`config.mk`:
```
export PLATFORM = sky130hd
export DESIGN_NAME = data_mem_lsu
export DESIGN_NICKNAME = d
export VERILOG_FILES = /design/src/rtl/data_mem_lsu.sv
export SDC_FILE = /design/constraint.sdc
export NUM_CORES = 2
export LEC_CHECK = 0
export CORE_ASPECT_RATIO = 1.75
export CORE_MARGIN = 4
export CORE_UTILIZATION = 45
export DETAILED_ROUTE_END_ITERATION = 8
export SKIP_CTS_REPAIR_TIMING = 1
export SYNTH_ARGS = -nofsm -noshare
export SYNTH_HDL_FRONTEND = slang
export SYNTH_SLANG_ARGS = --single-unit
```
`constraint.sdc`:
```
create_clock -name clk -period 2.61 [get_ports clk]
set_input_delay 0.522 -clock clk [delete_from_list [all_inputs] [get_ports clk]]
set_output_delay 0.522 -clock clk [all_outputs]
set_load 0.02 [all_outputs]
```
`src/rtl/data_mem_lsu.sv`:
```
// RV32 load/store data memory: byte/half/word accesses over a valid/ready request
// channel, one registered, stallable response per accepted request.
module data_mem_lsu #(
  parameter int ADDR_WIDTH    = 32,
  parameter int MEM_SIZE      = 64,
  parameter int ERR_CNT_WIDTH = 8
) (
  input  logic                     clk,
  input  logic                     rst_n,
  input  logic                     req_valid,
  output logic                     req_ready,
  input  logic                     req_we,
  input  logic [ADDR_WIDTH-1:0]    req_addr,
  input  logic [31:0]              req_wdata,
  input  logic [2:0]               req_funct3,
  output logic                     rsp_valid,
  input  logic                     rsp_ready,
  output logic [31:0]              rsp_rdata,
  output logic                     rsp_err,
  output logic [ERR_CNT_WIDTH-1:0] err_cnt
);

  localparam int IDX_W = $clog2(MEM_SIZE);

  localparam logic [2:0] F3_B  = 3'b000;
  localparam logic [2:0] F3_H  = 3'b001;
  localparam logic [2:0] F3_W  = 3'b010;
  localparam logic [2:0] F3_BU = 3'b100;
  localparam logic [2:0] F3_HU = 3'b101;

  typedef enum logic {S_EMPTY, S_FULL} state_e;

  state_e                   state_q, state_d;
  logic [31:0]              rsp_rdata_q, rsp_rdata_d;
  logic                     rsp_err_q, rsp_err_d;
  logic [ERR_CNT_WIDTH-1:0] err_cnt_q, err_cnt_d;

  logic [31:0] mem_q [MEM_SIZE] = '{default: '0};

  logic [IDX_W-1:0] idx;
  logic [1:0]       off;
  logic             misaligned, illegal, req_err;
  logic             accept, consume, mem_we;
  logic [3:0]       byte_en;
  logic [31:0]      wdata_lanes, rd_word, load_data;
  logic [7:0]       rd_byte;
  logic [15:0]      rd_half;

  // Upper address bits are deliberately ignored: accesses wrap modulo MEM_SIZE.
  if (ADDR_WIDTH > IDX_W + 2) begin : g_unused_addr
    logic unused_addr_hi;
    assign unused_addr_hi = ^req_addr[ADDR_WIDTH-1:IDX_W+2];
  end

  assign idx     = req_addr[IDX_W+1:2];
  assign off     = req_addr[1:0];
  assign accept  = req_valid && req_ready;
  assign consume = rsp_valid && rsp_ready;
  assign req_err = misaligned || illegal;
  assign mem_we  = accept && req_we && !req_err;

  // NOTE: every always_comb output gets a default first so no latch is inferred.
  always_comb begin
    misaligned = 1'b0;
    illegal    = 1'b0;
    case (req_funct3)
      F3_B:  ;
      F3_H:  misaligned = off[0];
      F3_W:  misaligned = |off;
      F3_BU: illegal    = req_we;
      F3_HU: begin
        illegal    = req_we;
        misaligned = off[0];
      end
      default: illegal = 1'b1;
    endcase
  end

  always_comb begin
    byte_en     = 4'b1111;
    wdata_lanes = req_wdata;
    case (req_funct3)
      F3_B: begin
        byte_en     = 4'b0001 << off;
        wdata_lanes = {4{req_wdata[7:0]}};
      end
      F3_H: begin
        byte_en     = off[1] ? 4'b1100 : 4'b0011;
        wdata_lanes = {2{req_wdata[15:0]}};
      end
      default: ;
    endcase
  end

  // NOTE: the array has no reset; contents survive rst_n and only lane writes touch it.
  always_ff @(posedge clk or negedge rst_n) begin
    if (!rst_n) begin
    end else if (mem_we) begin
      for (int b = 0; b < 4; b++) begin
        if (byte_en[b]) mem_q[idx][8*b +: 8] <= wdata_lanes[8*b +: 8];
      end
    end
  end

  assign rd_word = mem_q[idx];
  assign rd_byte = rd_word[8*off +: 8];
  assign rd_half = rd_word[16*off[1] +: 16];

  always_comb begin
    load_data = rd_word;
    case (req_funct3)
      F3_B:  load_data = {{24{rd_byte[7]}}, rd_byte};
      F3_H:  load_data = {{16{rd_half[15]}}, rd_half};
      F3_BU: load_data = {24'h0, rd_byte};
      F3_HU: load_data = {16'h0, rd_half};
      default: ;
    endcase
  end

  // NOTE: sequential state uses non-blocking assignments only.
  always_ff @(posedge clk or negedge rst_n) begin
    if (!rst_n) begin
      state_q     <= S_EMPTY;
      rsp_rdata_q <= '0;
      rsp_err_q   <= 1'b0;
      err_cnt_q   <= '0;
    end else begin
      state_q     <= state_d;
      rsp_rdata_q <= rsp_rdata_d;
      rsp_err_q   <= rsp_err_d;
      err_cnt_q   <= err_cnt_d;
    end
  end

  // Accept takes priority: accept+consume keeps the register full with no bubble.
  always_comb begin
    state_d     = state_q;
    rsp_rdata_d = rsp_rdata_q;
    rsp_err_d   = rsp_err_q;
    err_cnt_d   = err_cnt_q;
    if (accept) begin
      state_d     = S_FULL;
      rsp_err_d   = req_err;
      rsp_rdata_d = (req_err || req_we) ? 32'h0 : load_data;
      if (req_err && (err_cnt_q != '1)) err_cnt_d = err_cnt_q + ERR_CNT_WIDTH'(1);
    end else if (consume) begin
      state_d = S_EMPTY;
    end
  end

  always_comb begin
    rsp_valid = (state_q == S_FULL);
    req_ready = !rsp_valid || rsp_ready;
    rsp_rdata = rsp_rdata_q;
    rsp_err   = rsp_err_q;
    err_cnt   = err_cnt_q;
  end

endmodule

```
Word-level counts from Yosys, hierarchy flattened
Memories as Yosys holds them, arrays and structs flattened.
Index checks and enable logic that the tools add are counted.
W data, S select, Z words.
{ "word_totals": {"reg_bits": 42, "mem_bits_rw": 2048, "in_bits": 72, "out_inout_bits": 43, "elab_cells": 56, "n_memories": 1} }
{ "mem_list": {"columns": ["memory", "depth", "word_bits", "rd", "rd_clocked_by_memory_dff", "wr", "line", "rtl"], "rows": [
  ["mem_q", 64, 32, 1, 0, 1, "38", "logic [31:0] mem_q [MEM_SIZE] = '{default: '0};"]
]} }
{ "classes": {"addsub": 1, "eq_ne": 5, "shifts": 3, "n_mux": 21, "n_reduce_logical": 21} }
{ "op_table": {"columns": ["operator", "count"], "rows": [
  ["$pmux W32 S4", 1],
  ["$pmux W32 S2", 1],
  ["$mux W32", 1],
  ["$shiftx A32 B6 Y16", 1],
  ["$shiftx A32 B6 Y8", 1],
  ["$mux W1", 14],
  ["$logic_and A1 B1 Y1", 9],
  ["$add A8 B1 Y8 const B", 1],
  ["$ne A8 B8 Y1 const B", 1],
  ["$pmux W4 S2", 1],
  ["$eq A3 B3 Y1 const B", 2],
  ["$reduce_or A2 Y1", 3],
  ["$mux W4", 1],
  ["$pmux W1 S2", 2],
  ["$shl A1 B2 Y4 const A", 1],
  ["$eq A3 B1 Y1 const B", 1],
  ["$eq A3 B2 Y1 const B", 1],
  ["$logic_not A3 Y1", 1],
  ["$logic_or A1 B1 Y1", 3],
  ["$reduce_or A3 Y1", 1],
  ["$logic_not A1 Y1", 2],
  ["$reduce_and A2 Y1", 1],
  ["$reduce_bool A2 Y1", 1]
]} }

Longest topological paths before layout
{ "logic_depth": {"ltp_word": 9, "depth_mapped": 16, "mapped_depth_nobuf": 8} }

Worst setup path before layout
No wires, ideal clock.
{ "synth_path": {"path_kind": "input -> register", "start": "input req_funct3[1]", "end": "memory mem_q[0][24], data pin", "setup_ps": 549, "arrival_ps": 3170, "required_ps": 2061, "setup_slack_ps": -1109, "stages": 5, "path_buffers": 2, "path_cell_list": "clkbuf_1 nor2_1 clkbuf_1 nor2_1 a21oi_1"} }
{ "synth_between": {"elab_chain_cells": 2, "word_cells_on_any_way": 3, "classes_between": "1 x eq/ne; 1 x mux; 1 x reduce/logical"} }
{ "synth_lines": {"columns": ["item", "line", "rtl"], "rows": [
  ["from (decl)", "15", "input logic [2:0] req_funct3,"],
  ["$eq A3 B1 Y1 or $logic_not A3 Y1 (tied branches)", "82", "case (req_funct3)"],
  ["$pmux W32 S2 *", "82", null],
  ["net wdata_lanes[24]", "45", "logic [31:0] wdata_lanes, rd_word, load_data;"],
  ["to (decl)", "38", null]
]} }
Mark *: on every way through the listed nets, which the timed path passes. The rest lies on a longest branch.

Final worst setup path
{ "layout_path": {"start": "input req_addr[3]", "end": "register rsp_rdata_q[0], in the netlist rsp_rdata[0]"} }
{ "layout_between": {"elab_chain_cells": 4, "word_cells_on_any_way": 5, "classes_between": "2 x shift; 2 x mux; 1 x memory"} }
{ "layout_lines": {"columns": ["item", "line", "rtl"], "rows": [
  ["from (decl)", "13", "input logic [ADDR_WIDTH-1:0] req_addr,"],
  ["$mem_v2 Z64 W32 *", null, null],
  ["$shiftx A32 B6 Y16 or $shiftx A32 B6 Y8 (tied branches)", "107, 106", null],
  ["$pmux W32 S4 *", "111", "case (req_funct3)"],
  ["$mux W32 *", "144", "rsp_rdata_d = (req_err || req_we) ? 32'h0 : load_data;"],
  ["to (signal assigned)", "129", "rsp_rdata_q <= rsp_rdata_d;"],
  ["to (decl)", "34", "logic [31:0] rsp_rdata_q, rsp_rdata_d;"]
]} }
Mark *: on every way between the ends. The rest lies on a longest branch, timed or not.
A chain may end at the register's enable or synchronous reset.

==> key figures <==
Status
  • Outcome: finished, violations left
  • Failing checks: setup timing

Cells and area
  • Area delta synth->final: 30.2%
  • Number of nets in the layout: a little under 6000
  • Multi-input gate area: 0.0202 mm2
  • # fillers: 13500
  • Layout cell share with drive strength beyond 1: 35.6%
  • Post-route insts no fill: 8440
  • Sequential cell area: 0.0626 mm2

Detailed routing
  • Detailed Route WL: approximately 310000 um
  • Via count: about 53000
  • Drt via density: 6.29
  • Residual DRC: 0
  • Pre-Repair DR Iteration Count: 7
  • First DRT Iteration DRCs: 6796
  • Post-DRT Antenna Nets: 0
  • Avg WL per Cell: 36.7 um

Critical path
  • Buf/Inv on CP: 5
  • CP endpoint kind: flip-flop
  • Critical path required time: 3.34 ns
  • WS Path Type: in2reg
  • Crit Path Max Fanout: 14
  • Top Family by Delay on Critical Path: compound AO/OA/AOI/OAI gates
  • Worst EP arrival: 3.59 ns
  • Reg2reg start: mem_q[58][0]$_DFFE_PP_
  • CP Cell Sequence: buf_16, buf_12, buf_4, and3_4, buf_12, buf_4, a22oi_1, nand4_1, a222oi_1, o21a_2, nand2_1, o22ai_1, a211oi_1
  • RR Endpoint: rsp_rdata[0]$_DFFE_PN0P_
  • Slowest CP cell: a222oi_1
  • Worst reg2reg path depth: 8
  • Reg2reg setup slack: -0.20 ns
  • Max incr delay on CP: 0.87 ns
  • Setup crit start kind: primary input

Power
  • Clock network power share: 39.6%
  • Power per cell area: 677 mW/mm2
  • Comb power frac: under 10%
  • NetSw: ~16 mW
  • P_int: between 50 and 60 mW
  • Sequential Power Share: between 50% and 60%
  • Cell leakage power: about 36 nW
  • Switch share: 22.7%
  • Peak supply drop: 754 uV

Placement
  • DP Wirelength: 222000 um
  • Setup Slack @ Placement: -1.97 ns
  • Placer Congestion: between 0.9 and 1
  • Port Buf Inserts: 90
  • Placed cell count: 8075

Worst hold path
  • Hold path endpoint: mem_q[8][7]$_DFFE_PP_
  • Worst hold path startpoint: req_wdata[7]
  • HP Class: in2reg
  • Hold path depth: 1

Synth
  • Mapped Cells: between 4000 and 5000
  • Syn Nets: approximately 4800
  • Synth Flop Type: edfxtp_1
  • Synth cell types: 94
  • Post-synthesis cell area: roughly 0.08 mm2
  • Main area contributors after synthesis: edfxtp_1 75%, mux2i_1 3.0%, a22oi_1 2.6%, mux4_2 2.5%, mux2_2 1.9%
  • Most common cell in the netlist: edfxtp_1
  • Post-synth top area share: 75.0%
  • Top cells by count, synth: 2048 x edfxtp_1, 333 x nor2_1, 287 x a22oi_1
  • Synth warn: 0
  • Post-synth EDFFs: 2048
  • Async set or reset register ratio after synthesis: between 2 and 2.5%
  • Area leader, netlist: edfxtp_1
  • Post-Syn Area per Cell: 17.3 um2
  • Sequential share of the synthesized area: between 70 and 80%
  • Seq cells post-synth: 2090

STA
  • Final setup margin: -0.248 ns
  • Slew @ Worst Pin: 1.20 ns
  • RSZ-0062 raised after global routing: true
  • Relative slew slack: between 10% and 20%
  • Skew final: around 0.040 ns
  • Final Setup Violations: 25
  • Final Hold Fails: 0
  • FMAX: 350 MHz
  • Crit share post-route: 109%
  • Post-layout min period: 2.86 ns
  • Pins Over Slew Limit: 0

CTS
  • Max Root-Sink Buffers: 4
  • H-tree levels: 4
  • Clock latency on the worst-skew pair: between 0.8 and 0.9 ns
  • Clk slew on worst S/H paths: ~0.080 ns
  • CTS tree: built
  • CTS buffer count: 190
  • Clock Root Buffer: clkbuf_16
  • Sink Count: 2090

Global route
  • First-pass GRT wire length: 421000 um
  • Vias in the first global route: 52400
  • Total Routing Usage GR: 32.1%
  • Pin count of the biggest net entering global routing: 65
  • Grt total ovfl: 0
  • Initial antenna violation count: 12

Die
  • Site row count: 207
  • Initial core utilization: 45.2%
  • Die H: 573 um
  • Die area: about 0.19 mm2
  • IO Count: 115
  • Core box area: 0.182 mm2
  • Die width: 331 um

Job
  • Max-cap violations: 0
==> per-stage QoR <==
step / util (%) / setup TNS [ns] / area (um2) / total power [mW] / hold WS, ns
6_report: 58.8 / -1.75 / 107000 / 72.3 / 0.219
5_1_grt: 58.8 / -1.84 / 107000 / 74.0 / 0.199
4_1_cts: 58.1 / -34.35 / 106000 / 72.2 / -0.235
3_5_place_dp: 54.7 / -1396.46 / 99300 / 44.0 / 0.476
3_3_place_gp: 54.7 / -1358.44 / 99300 / 43.9 / 0.475
2_1_floorplan: - / -141.39 / 84100 / 40.4 / 0.226
==> worst reg2reg max path, stage by stage, from the launching register on <==
cell and delay, ns:
edfxtp_1 0.40, mux2_4 0.32, a221oi_4 0.28, o22ai_2 0.11
a222oi_1 0.88, o21a_2 0.37, nand2_1 0.08, o22ai_1 0.16
a211oi_1 0.09
==> flip-flops by register name (all words and copies together) (netlist names) <==
register and flops:
rsp_err 1, err_cnt 8, rsp_rdata 32, rsp_valid 1, mem_q 2048
==> power by group through the flow <==
stage          Sequential [mW]  Clock, mW  Combinational (mW)
6_report                  37.2       28.7                6.44
4_1_cts                   37.2       28.9                6.07
3_3_place_gp              37.9          0                6.01
5_1_grt                   37.2       30.2                6.56
2_1_floorplan             38.0          0                2.42
3_5_place_dp              37.9          0                6.05
==> routing by layer <==
| metal | part of all wire [%] | global-route usage [%] | up-vias |
|---|---|---|---|
| li1 | - | - | 21600 |
| met1 | 34 | 38.2 | 27300 |
| met2 | 49 | 53.1 | 3236 |
| met3 | 8.2 | 4.56 | 931 |
| met4 | 9.5 | 23.9 | 2 |
| met5 | 0.0042 | 0 | - |
==> layout by cell type, fill, tap and decap left out, types with 33 or more instances in the layout <==
cell type	count
clkbuf_16	197
nand2_1	198
buf_12	367
a221o_1	38
mux4_2	92
mux2_2	126
nor2_2	40
o21ai_0	68
nor2_4	175
edfxtp_1	2048
a22oi_1	277
buf_4	800
dfrtp_1	41
a31oi_1	37
a21oi_1	122
clkinv_1	33
a22o_1	50
o22ai_1	71
clkdlybuf4s50_1	74
nor2_1	119
mux2i_1	239
a221oi_1	114
==> worst max path at each step <==
| stage | endpoint | from | cells after the start | slack [ns] |
|---|---|---|---|---|
| floorplan | mem_q[40][24]$_DFFE_PP_ | req_funct3[0] | 9 | -0.27 |
| global placement | rsp_rdata[9]$_DFFE_PN0P_ | req_addr[3] | 15 | -1.91 |
| detailed placement | rsp_rdata[25]$_DFFE_PN0P_ | req_addr[3] | 15 | -1.97 |
| CTS | rsp_rdata[25]$_DFFE_PN0P_ | req_addr[3] | 15 | -1.08 |
| global route | rsp_rdata[5]$_DFFE_PN0P_ | mem_q[24][13]$_DFFE_PP_ | 9 | -0.13 |
| finish | rsp_rdata[0]$_DFFE_PN0P_ | req_addr[3] | 13 | -0.25 |
==> final cells by class <==
cell class	count	share of cell area [%]
inverter	8	0.0375
tap	2403	2.82
clock buffer	224	4.63
timing repair buffer	1290	13.8
antenna	2	0.00469
clock inverter	113	1.23
multi-input combinational	2310	18.9
sequential	2090	58.6
==> cells by family (layout without fill, tap and decap cells) <==
kind of cell	count (synthesis)	count (layout)	synth area share (%)
flip-flops	2090	2090	76.3
AO/OA/AOI/OAI	1065	1065	9.55
AND/OR/NAND/NOR	754	754	4.22
multiplexers	483	483	7.55
buffers and inverters	343	1635	2.33
XOR/XNOR	7	7	0.0747
adder cells (fa/ha/maj)	1	1	0.0153
other	0	2	0
Power figures use the tool's default switching activity.
